### src/rtl/match_game_ctrl.sv
// In-game controller for the tile-matching game: cursor moves, tile flips, timed show, compare, score.
// Optional attempt limit is compiled in when the MOVE_LIMIT_EN macro is defined.
module match_game_ctrl #(
  parameter int ROWS        = 4,
  parameter int COLS        = 4,
  parameter int DATA_W      = 8,
  parameter int RD_LAT      = 2,
  parameter int SHOW_CYCLES = 100_000_000,
  parameter int SCORE_W     = 8,
  parameter int MAX_MOVES   = 32
) (
  input  logic                              clk,
  input  logic                              reset,
  input  logic                              game_on,
  input  logic                              user_quit,
  input  logic                              btn_up,
  input  logic                              btn_down,
  input  logic                              btn_left,
  input  logic                              btn_right,
  input  logic                              btn_select,
  output logic [$clog2(ROWS*COLS)-1:0]      mem_addr,
  output logic                              mem_we,
  output logic [DATA_W-1:0]                 mem_wdata,
  input  logic [DATA_W-1:0]                 mem_rdata,
  output logic [SCORE_W-1:0]                score,
  output logic [$clog2(ROWS*COLS/2):0]      pairs,
  output logic                              game_over,
  output logic                              win,
  output logic [3:0]                        state_dbg
);

  localparam int NT = ROWS * COLS;
  localparam int NP = NT / 2;
  localparam int AW = $clog2(NT);
  localparam int PW = $clog2(NP) + 1;
  localparam int RW = $clog2(ROWS);
  localparam int CW = $clog2(COLS);
  localparam int IW = DATA_W - 2;
  localparam int LW = $clog2(RD_LAT + 1);
  localparam int SW = $clog2(SHOW_CYCLES + 1);

`ifdef MOVE_LIMIT_EN
  localparam logic LIMIT_ON = 1'b1;
`else
  localparam logic LIMIT_ON = 1'b0;
`endif

  typedef enum logic [3:0] {
    IDLE    = 4'd0,
    SELECT  = 4'd1,
    MOVE    = 4'd2,
    FLIP    = 4'd3,
    SHOW    = 4'd4,
    COMPARE = 4'd5,
    HIDE    = 4'd6,
    DONE    = 4'd7
  } state_t;

  state_t              state, state_n;
  logic [1:0]          phase, phase_n;
  logic [LW-1:0]       wait_cnt, wait_n;
  logic [SW-1:0]       show_cnt, show_n;
  logic [RW-1:0]       cur_row, cur_row_n, tgt_row, tgt_row_n;
  logic [CW-1:0]       cur_col, cur_col_n, tgt_col, tgt_col_n;
  logic [AW-1:0]       first_addr, first_addr_n, second_addr, second_addr_n;
  logic [IW-1:0]       first_id, first_id_n, second_id, second_id_n;
  logic                have_first, have_first_n;
  logic [SCORE_W-1:0]  score_n, score_inc;
  logic [PW-1:0]       pairs_n, pairs_inc;
  logic [AW-1:0]       addr_n, cur_addr, tgt_addr;
  logic                we_n;
  logic [DATA_W-1:0]   wdata_n;
  logic [4:0]          btn_now, btn_prev, btn_edge;
  logic                rd_ready, limit_hit;

  function automatic logic [AW-1:0] cell_addr(input logic [RW-1:0] r, input logic [CW-1:0] c);
    return AW'(r) * AW'(COLS) + AW'(c);
  endfunction

  assign btn_now   = {btn_select, btn_up, btn_down, btn_left, btn_right};
  assign btn_edge  = btn_now & ~btn_prev;
  assign cur_addr  = cell_addr(cur_row, cur_col);
  assign tgt_addr  = cell_addr(tgt_row, tgt_col);
  assign rd_ready  = (wait_cnt == LW'(0));
  assign score_inc = (score == {SCORE_W{1'b1}}) ? score : score + SCORE_W'(1);
  assign pairs_inc = (pairs == PW'(NP)) ? pairs : pairs + PW'(1);
  assign limit_hit = LIMIT_ON && (score_inc == SCORE_W'(MAX_MOVES));
  assign state_dbg = state;

  // Next-state and datapath decisions; memory interface values are registered below.
  always_comb begin
    state_n       = state;
    phase_n       = phase;
    wait_n        = wait_cnt;
    show_n        = show_cnt;
    cur_row_n     = cur_row;
    cur_col_n     = cur_col;
    tgt_row_n     = tgt_row;
    tgt_col_n     = tgt_col;
    first_addr_n  = first_addr;
    first_id_n    = first_id;
    second_addr_n = second_addr;
    second_id_n   = second_id;
    have_first_n  = have_first;
    score_n       = score;
    pairs_n       = pairs;
    addr_n        = mem_addr;
    we_n          = 1'b0;
    wdata_n       = mem_wdata;
    if (user_quit || !game_on) begin
      // Abandon whatever is in flight; the loader rebuilds the board.
      state_n      = IDLE;
      phase_n      = 2'd0;
      score_n      = '0;
      pairs_n      = '0;
      cur_row_n    = '0;
      cur_col_n    = '0;
      have_first_n = 1'b0;
    end else begin
      case (state)
        IDLE: begin
          score_n       = '0;
          pairs_n       = '0;
          cur_row_n     = '0;
          cur_col_n     = '0;
          first_addr_n  = '0;
          second_addr_n = '0;
          first_id_n    = '0;
          second_id_n   = '0;
          have_first_n  = 1'b0;
          phase_n       = 2'd0;
          state_n       = SELECT;
        end
        SELECT: begin
          phase_n   = 2'd0;
          tgt_row_n = cur_row;
          tgt_col_n = cur_col;
          if (btn_edge[4]) begin
            state_n = FLIP;
          end else if (btn_edge[3]) begin
            tgt_row_n = (cur_row == RW'(0)) ? RW'(ROWS - 1) : cur_row - RW'(1);
            state_n   = MOVE;
          end else if (btn_edge[2]) begin
            tgt_row_n = (cur_row == RW'(ROWS - 1)) ? RW'(0) : cur_row + RW'(1);
            state_n   = MOVE;
          end else if (btn_edge[1]) begin
            tgt_col_n = (cur_col == CW'(0)) ? CW'(COLS - 1) : cur_col - CW'(1);
            state_n   = MOVE;
          end else if (btn_edge[0]) begin
            tgt_col_n = (cur_col == CW'(COLS - 1)) ? CW'(0) : cur_col + CW'(1);
            state_n   = MOVE;
          end else begin
            state_n = SELECT;
          end
        end
        MOVE: begin
          case (phase)
            2'd0: begin
              addr_n  = cur_addr;
              wait_n  = LW'(RD_LAT);
              phase_n = 2'd1;
            end
            2'd1: begin
              if (!rd_ready) begin
                wait_n = wait_cnt - LW'(1);
              end else begin
                we_n    = 1'b1;
                wdata_n = {mem_rdata[DATA_W-1:1], 1'b0};
                phase_n = 2'd2;
              end
            end
            2'd2: begin
              cur_row_n = tgt_row;
              cur_col_n = tgt_col;
              addr_n    = tgt_addr;
              wait_n    = LW'(RD_LAT);
              phase_n   = 2'd3;
            end
            default: begin
              if (!rd_ready) begin
                wait_n = wait_cnt - LW'(1);
              end else begin
                we_n    = 1'b1;
                wdata_n = {mem_rdata[DATA_W-1:1], 1'b1};
                phase_n = 2'd0;
                state_n = SELECT;
              end
            end
          endcase
        end
        FLIP: begin
          if (phase == 2'd0) begin
            addr_n  = cur_addr;
            wait_n  = LW'(RD_LAT);
            phase_n = 2'd1;
          end else if (!rd_ready) begin
            wait_n = wait_cnt - LW'(1);
          end else begin
            phase_n = 2'd0;
            if (mem_rdata[1]) begin
              // Face-up or already matched: nothing to do.
              state_n = SELECT;
            end else begin
              we_n    = 1'b1;
              wdata_n = {mem_rdata[DATA_W-1:2], 1'b1, mem_rdata[0]};
              if (!have_first) begin
                first_addr_n = mem_addr;
                first_id_n   = mem_rdata[DATA_W-1:2];
                have_first_n = 1'b1;
                state_n      = SELECT;
              end else begin
                second_addr_n = mem_addr;
                second_id_n   = mem_rdata[DATA_W-1:2];
                show_n        = SW'(SHOW_CYCLES - 1);
                state_n       = SHOW;
              end
            end
          end
        end
        SHOW: begin
          if (show_cnt == SW'(0)) begin
            state_n = COMPARE;
          end else begin
            show_n = show_cnt - SW'(1);
          end
        end
        COMPARE: begin
          score_n      = score_inc;
          have_first_n = 1'b0;
          phase_n      = 2'd0;
          if (first_id == second_id) begin
            pairs_n = pairs_inc;
            if (pairs_inc == PW'(NP)) begin
              state_n = DONE;
            end else if (limit_hit) begin
              state_n = DONE;
            end else begin
              state_n = SELECT;
            end
          end else if (limit_hit) begin
            state_n = DONE;
          end else begin
            state_n = HIDE;
          end
        end
        HIDE: begin
          we_n = 1'b1;
          if (phase == 2'd0) begin
            addr_n  = first_addr;
            wdata_n = {first_id, 1'b0, (first_addr == cur_addr)};
            phase_n = 2'd1;
          end else begin
            addr_n  = second_addr;
            wdata_n = {second_id, 1'b0, (second_addr == cur_addr)};
            phase_n = 2'd0;
            state_n = SELECT;
          end
        end
        DONE: begin
          state_n = DONE;
        end
        default: begin
          state_n = IDLE;
        end
      endcase
    end
  end

  // State register, datapath registers and registered outputs.
  always_ff @(posedge clk or posedge reset) begin
    if (reset) begin
      state       <= IDLE;
      phase       <= 2'd0;
      wait_cnt    <= '0;
      show_cnt    <= '0;
      cur_row     <= '0;
      cur_col     <= '0;
      tgt_row     <= '0;
      tgt_col     <= '0;
      first_addr  <= '0;
      first_id    <= '0;
      second_addr <= '0;
      second_id   <= '0;
      have_first  <= 1'b0;
      btn_prev    <= 5'b00000;
      mem_addr    <= '0;
      mem_we      <= 1'b0;
      mem_wdata   <= '0;
      score       <= '0;
      pairs       <= '0;
      game_over   <= 1'b0;
      win         <= 1'b0;
    end else begin
      state       <= state_n;
      phase       <= phase_n;
      wait_cnt    <= wait_n;
      show_cnt    <= show_n;
      cur_row     <= cur_row_n;
      cur_col     <= cur_col_n;
      tgt_row     <= tgt_row_n;
      tgt_col     <= tgt_col_n;
      first_addr  <= first_addr_n;
      first_id    <= first_id_n;
      second_addr <= second_addr_n;
      second_id   <= second_id_n;
      have_first  <= have_first_n;
      btn_prev    <= btn_now;
      mem_addr    <= addr_n;
      mem_we      <= we_n;
      mem_wdata   <= wdata_n;
      score       <= score_n;
      pairs       <= pairs_n;
      game_over   <= (state_n == DONE);
      win         <= (state_n == DONE) && (pairs_n == PW'(NP));
    end
  end

endmodule
### config.mk
export PLATFORM = sky130hd
export DESIGN_NAME = match_game_ctrl
export DESIGN_NICKNAME = d
export VERILOG_FILES = /design/src/rtl/match_game_ctrl.sv
export SDC_FILE = /design/constraint.sdc
export NUM_CORES = 1
export LEC_CHECK = 0
export BUFFER_PORTS_ARGS = -buffer_cell sky130_fd_sc_hd__buf_2
export CORE_ASPECT_RATIO = 0.5
export CORE_MARGIN = 10
export CORE_UTILIZATION = 45
export DETAILED_ROUTE_END_ITERATION = 10
export GPL_TIMING_DRIVEN = 0
export PLACE_DENSITY = 0.67
export SLEW_MARGIN = 30
export SYNTH_ARGS = -nofsm -noshare
export SYNTH_HDL_FRONTEND = slang
export SYNTH_SLANG_ARGS = --single-unit
### constraint.sdc
create_clock -name clk -period 3.1 [get_ports clk]
set_clock_uncertainty 0.05 [all_clocks]
set_input_delay 0.62 -clock clk [delete_from_list [all_inputs] [get_ports clk]]
set_output_delay 0.62 -clock clk [all_outputs]
set_load 0.005 [all_outputs]
==> results.yml <==
status:
  status: "finished clean"
detailed_routing:
  ant_nets: 0
  drt_iter0_markers: 286
  viasPerCell: 5.57
  top_layer_used: "met4"
  dr.pass1.iters: 4
  wire_per_inst_um: 16.0
  wl_met3_um: 468
  drt_wl_total_um: 12500
  drt-met1-wl_um: 6400
  drc_errors: 0
  vias: 4361
  wl_met2_um: 5530
clocking:
  clockRootBuffer: "clkbuf_16"
  clock_path_buffers: 2
  cts_tree: "done"
  clk_pin_slew_worst_paths_ns: 0.07
  clock_latency_ns: 0.34
  cts_num_sinks: 96
  htree_levels: 3
  cts_buffers: 9
logic_synthesis:
  synth_seq_cells: 96
  synth-seq-area-share_pct: 45.0
  async_reset_ff_share_pct: 100
  yosysTopAreaCell: "dfrtp_1"
  synth_cells: 556
  syn_area_per_cell_um2: 9.60
  synth_ff_type: "dfrtp_1"
  synth_area_mm2: 0.00534
  syn-num-nets: 585
  ys_warn_count: 0
  synth_edf_count: 0
  ys_types: 61
  synth_top_area_share_pct: 45.0
  yosys-top-cells-area: "dfrtp_1 (45%), mux2_2 (5.7%), o21ai_0 (4.2%), nand2_1 (3.7%), xnor2_1 (3.1%)"
flow_run:
  cap_violations: 0
finish:
  layout_commonest_cell: "dfrtp_1"
  n_antenna_cell: 0
  n_fill_cell: 1032
  syn_to_final_growth_pct: 15.7
  stdcell_area_mm2: 0.00618
  multi_input_area_mm2: 0.00284
  final_cell_mix: "dfrtp_1 (95), nand2_1 (53), buf_2 (51)"
  fin_nets: 648
  final_layout_size_suffix_gt1_share_pct: 19.2
  seq_area_mm2: 0.00240
worst_setup_path:
  critPathLaunchType: "flip-flop"
  cp_max_fo: 9
  crit_path_end_kind: "flip-flop"
  cp.required_ns: 3.27
  crit_type: "flip-flop to flip-flop"
  cp.arrival_ns: 3.12
placed_design:
  placed_cell_area_mm2: 0.00588
  numPortBuffers: 47
  dp_hpwl_um: 9290
  gp_congestion: 0.869
global_route:
  grt_pass1_vias: 4039
  grt.total_usage_pct: 14.8
  antenna_found_initial: 0
  overflow: 0
  grt_pass1_wl_um: 20800
  grt_max_degree: 29
floorplanning:
  chipHeight_um: 97.0
  die_w_um: 174
  dieArea_mm2: 0.0169
  core_mm2: 0.0113
  start_util_pct: 47.3
  rows: 27
  ioPinCount: 48
timing:
  setup_viol_count_final: 0
  period_share_pct: 95.2
  fmax_mhz: 339
  relSlewSlack_pct: 37.6
  fin_crit_ns: 2.95
  slew_viol_final: 0
  whs_ns: 0.283
  rsz0062_at_grt: "false"
  hold_viol: 0
  worstMarginPinSlew_ns: 0.923
power_and_ir_drop:
  power_density_mw_per_mm2: 397
  ir_drop_uv: 234
  leakagePower_nw: 2.85
min_path:
  hp-class: "primary input to async pin"
report_power, final:
group | total [mW] | switching (mW) | internal, mW
combinational | 0.165 | 0.102 | 0.0631
sequential | 1.29 | 0.0165 | 1.27
clock | 1.00 | 0.457 | 0.544
final timing paths:
kind | cells after the start | to | start | slack, ns
max | 10 | show_cnt[13]$_DFFE_PP0P_ | show_cnt[0]$_DFFE_PP0P_ | 0.15
min in group clk | 1 | btn_prev[2]$_DFF_PP0_ | btn_down | 0.34
max reg2reg | 10 | show_cnt[13]$_DFFE_PP0P_ | show_cnt[0]$_DFFE_PP0P_ | 0.15
min reg2reg | 2 | show_cnt[26]$_DFFE_PP0P_ | show_cnt[26]$_DFFE_PP0P_ | 0.44
max in group asynchronous | 3 | phase[1]$_DFFE_PP0P_ | reset | 2.19
min | 2 | score[0]$_DFFE_PP0P_ | reset | 0.28
layout make-up:
cell class / count / area share, %
Inverter: 15 / 0.972
Clock inverter: 3 / 0.304
Sequential cell: 96 / 38.9
Tap cell: 159 / 3.22
Clock buffer: 13 / 3.89
Timing Repair Buffer: 52 / 5.10
Multi-Input combinational cell: 423 / 46.0
Buffer: 22 / 1.56
Yosys cell counts (3+ instances only):
library cell / number
a31oi_1: 7
nor2_1: 42
nand2_1: 53
nor3b_1: 7
nor4_1: 7
xor2_1: 7
o31ai_1: 12
a221oi_1: 5
nand2b_1: 12
ha_1: 12
dfrtp_1: 96
nor3_1: 14
or3_1: 8
xnor2_1: 19
a21oi_1: 20
nand4_1: 4
clkbuf_1: 17
or2_2: 4
mux2_2: 27
and3_1: 5
nor4b_1: 4
inv_1: 15
or4_1: 7
a22oi_1: 7
o41ai_1: 3
o21ai_0: 45
nand3_1: 19
mux2i_1: 14
and2_1: 15
nor2b_1: 8
a211oi_1: 4
per-stage QoR:
step | TNS, ns | utilization, % | setup WS, ns | power [mW] | instances
global placement | -4.51 | 51.2 | -0.420 | 1.46 | 762
floorplan | 0 | - | 0.174 | 1.41 | 556
global route | 0 | 54.7 | 0.00867 | 2.56 | 783
finish | 0 | 54.7 | 0.148 | 2.45 | 783
CTS | 0 | 54.5 | 0.0334 | 2.49 | 783
detailed placement | -0.574 | 52.1 | -0.191 | 1.48 | 767
kinds of logic (layout without fill, tap and decap cells):
logic type	after synthesis	in the layout	synth area share, %
AND/OR/NAND/NOR	222	222	22.1
AO/OA/AOI/OAI	121	121	14.7
flip-flops	96	96	45.0
multiplexers	41	41	8.32
buffers and inverters	37	105	2.81
XOR/XNOR	26	26	4.26
adder cells (fa/ha/maj)	12	12	2.81
other	1	1	0.0702
flip-flops by register name, summed over array words and instances (netlist names):
signal	cells
phase	2
second_addr	4
game_over	1
btn_prev	5
mem_addr	4
score	8
first_addr	4
wait_cnt	2
have_first	1
cur_row	2
cur_col	2
tgt_row	2
pairs	4
show_cnt	27
win	1
first_id	6
second_id	6
mem_wdata	8
tgt_col	2
mem_we	1
state_dbg	4
routing by layer:
metal,GRT usage [%],vias to the layer above
met1,20.9,2124
met3,3.29,14
met5,0,-
met2,22.1,89
li1,-,2134
met4,4.08,0
timing repair:
item	CTS	global route
resized for setup	2	11
endpoints found under the setup margin	13	13
hold endpoints to repair	0	0
buffers inserted	0	0
hold buffers	0	0
critical path, cell delays in order, from the launching register on:
cell and delay [ns]:
dfrtp_2 0.44, inv_1 0.07, ha_2 0.20, or4b_4 0.51, or4_4 0.45, or4_1 0.44, buf_6 0.17, and2_0 0.14
buf_2 0.16, o21ai_0 0.08, o21ai_0 0.11
No activity file was read; power rests on OpenSTA's default activity.
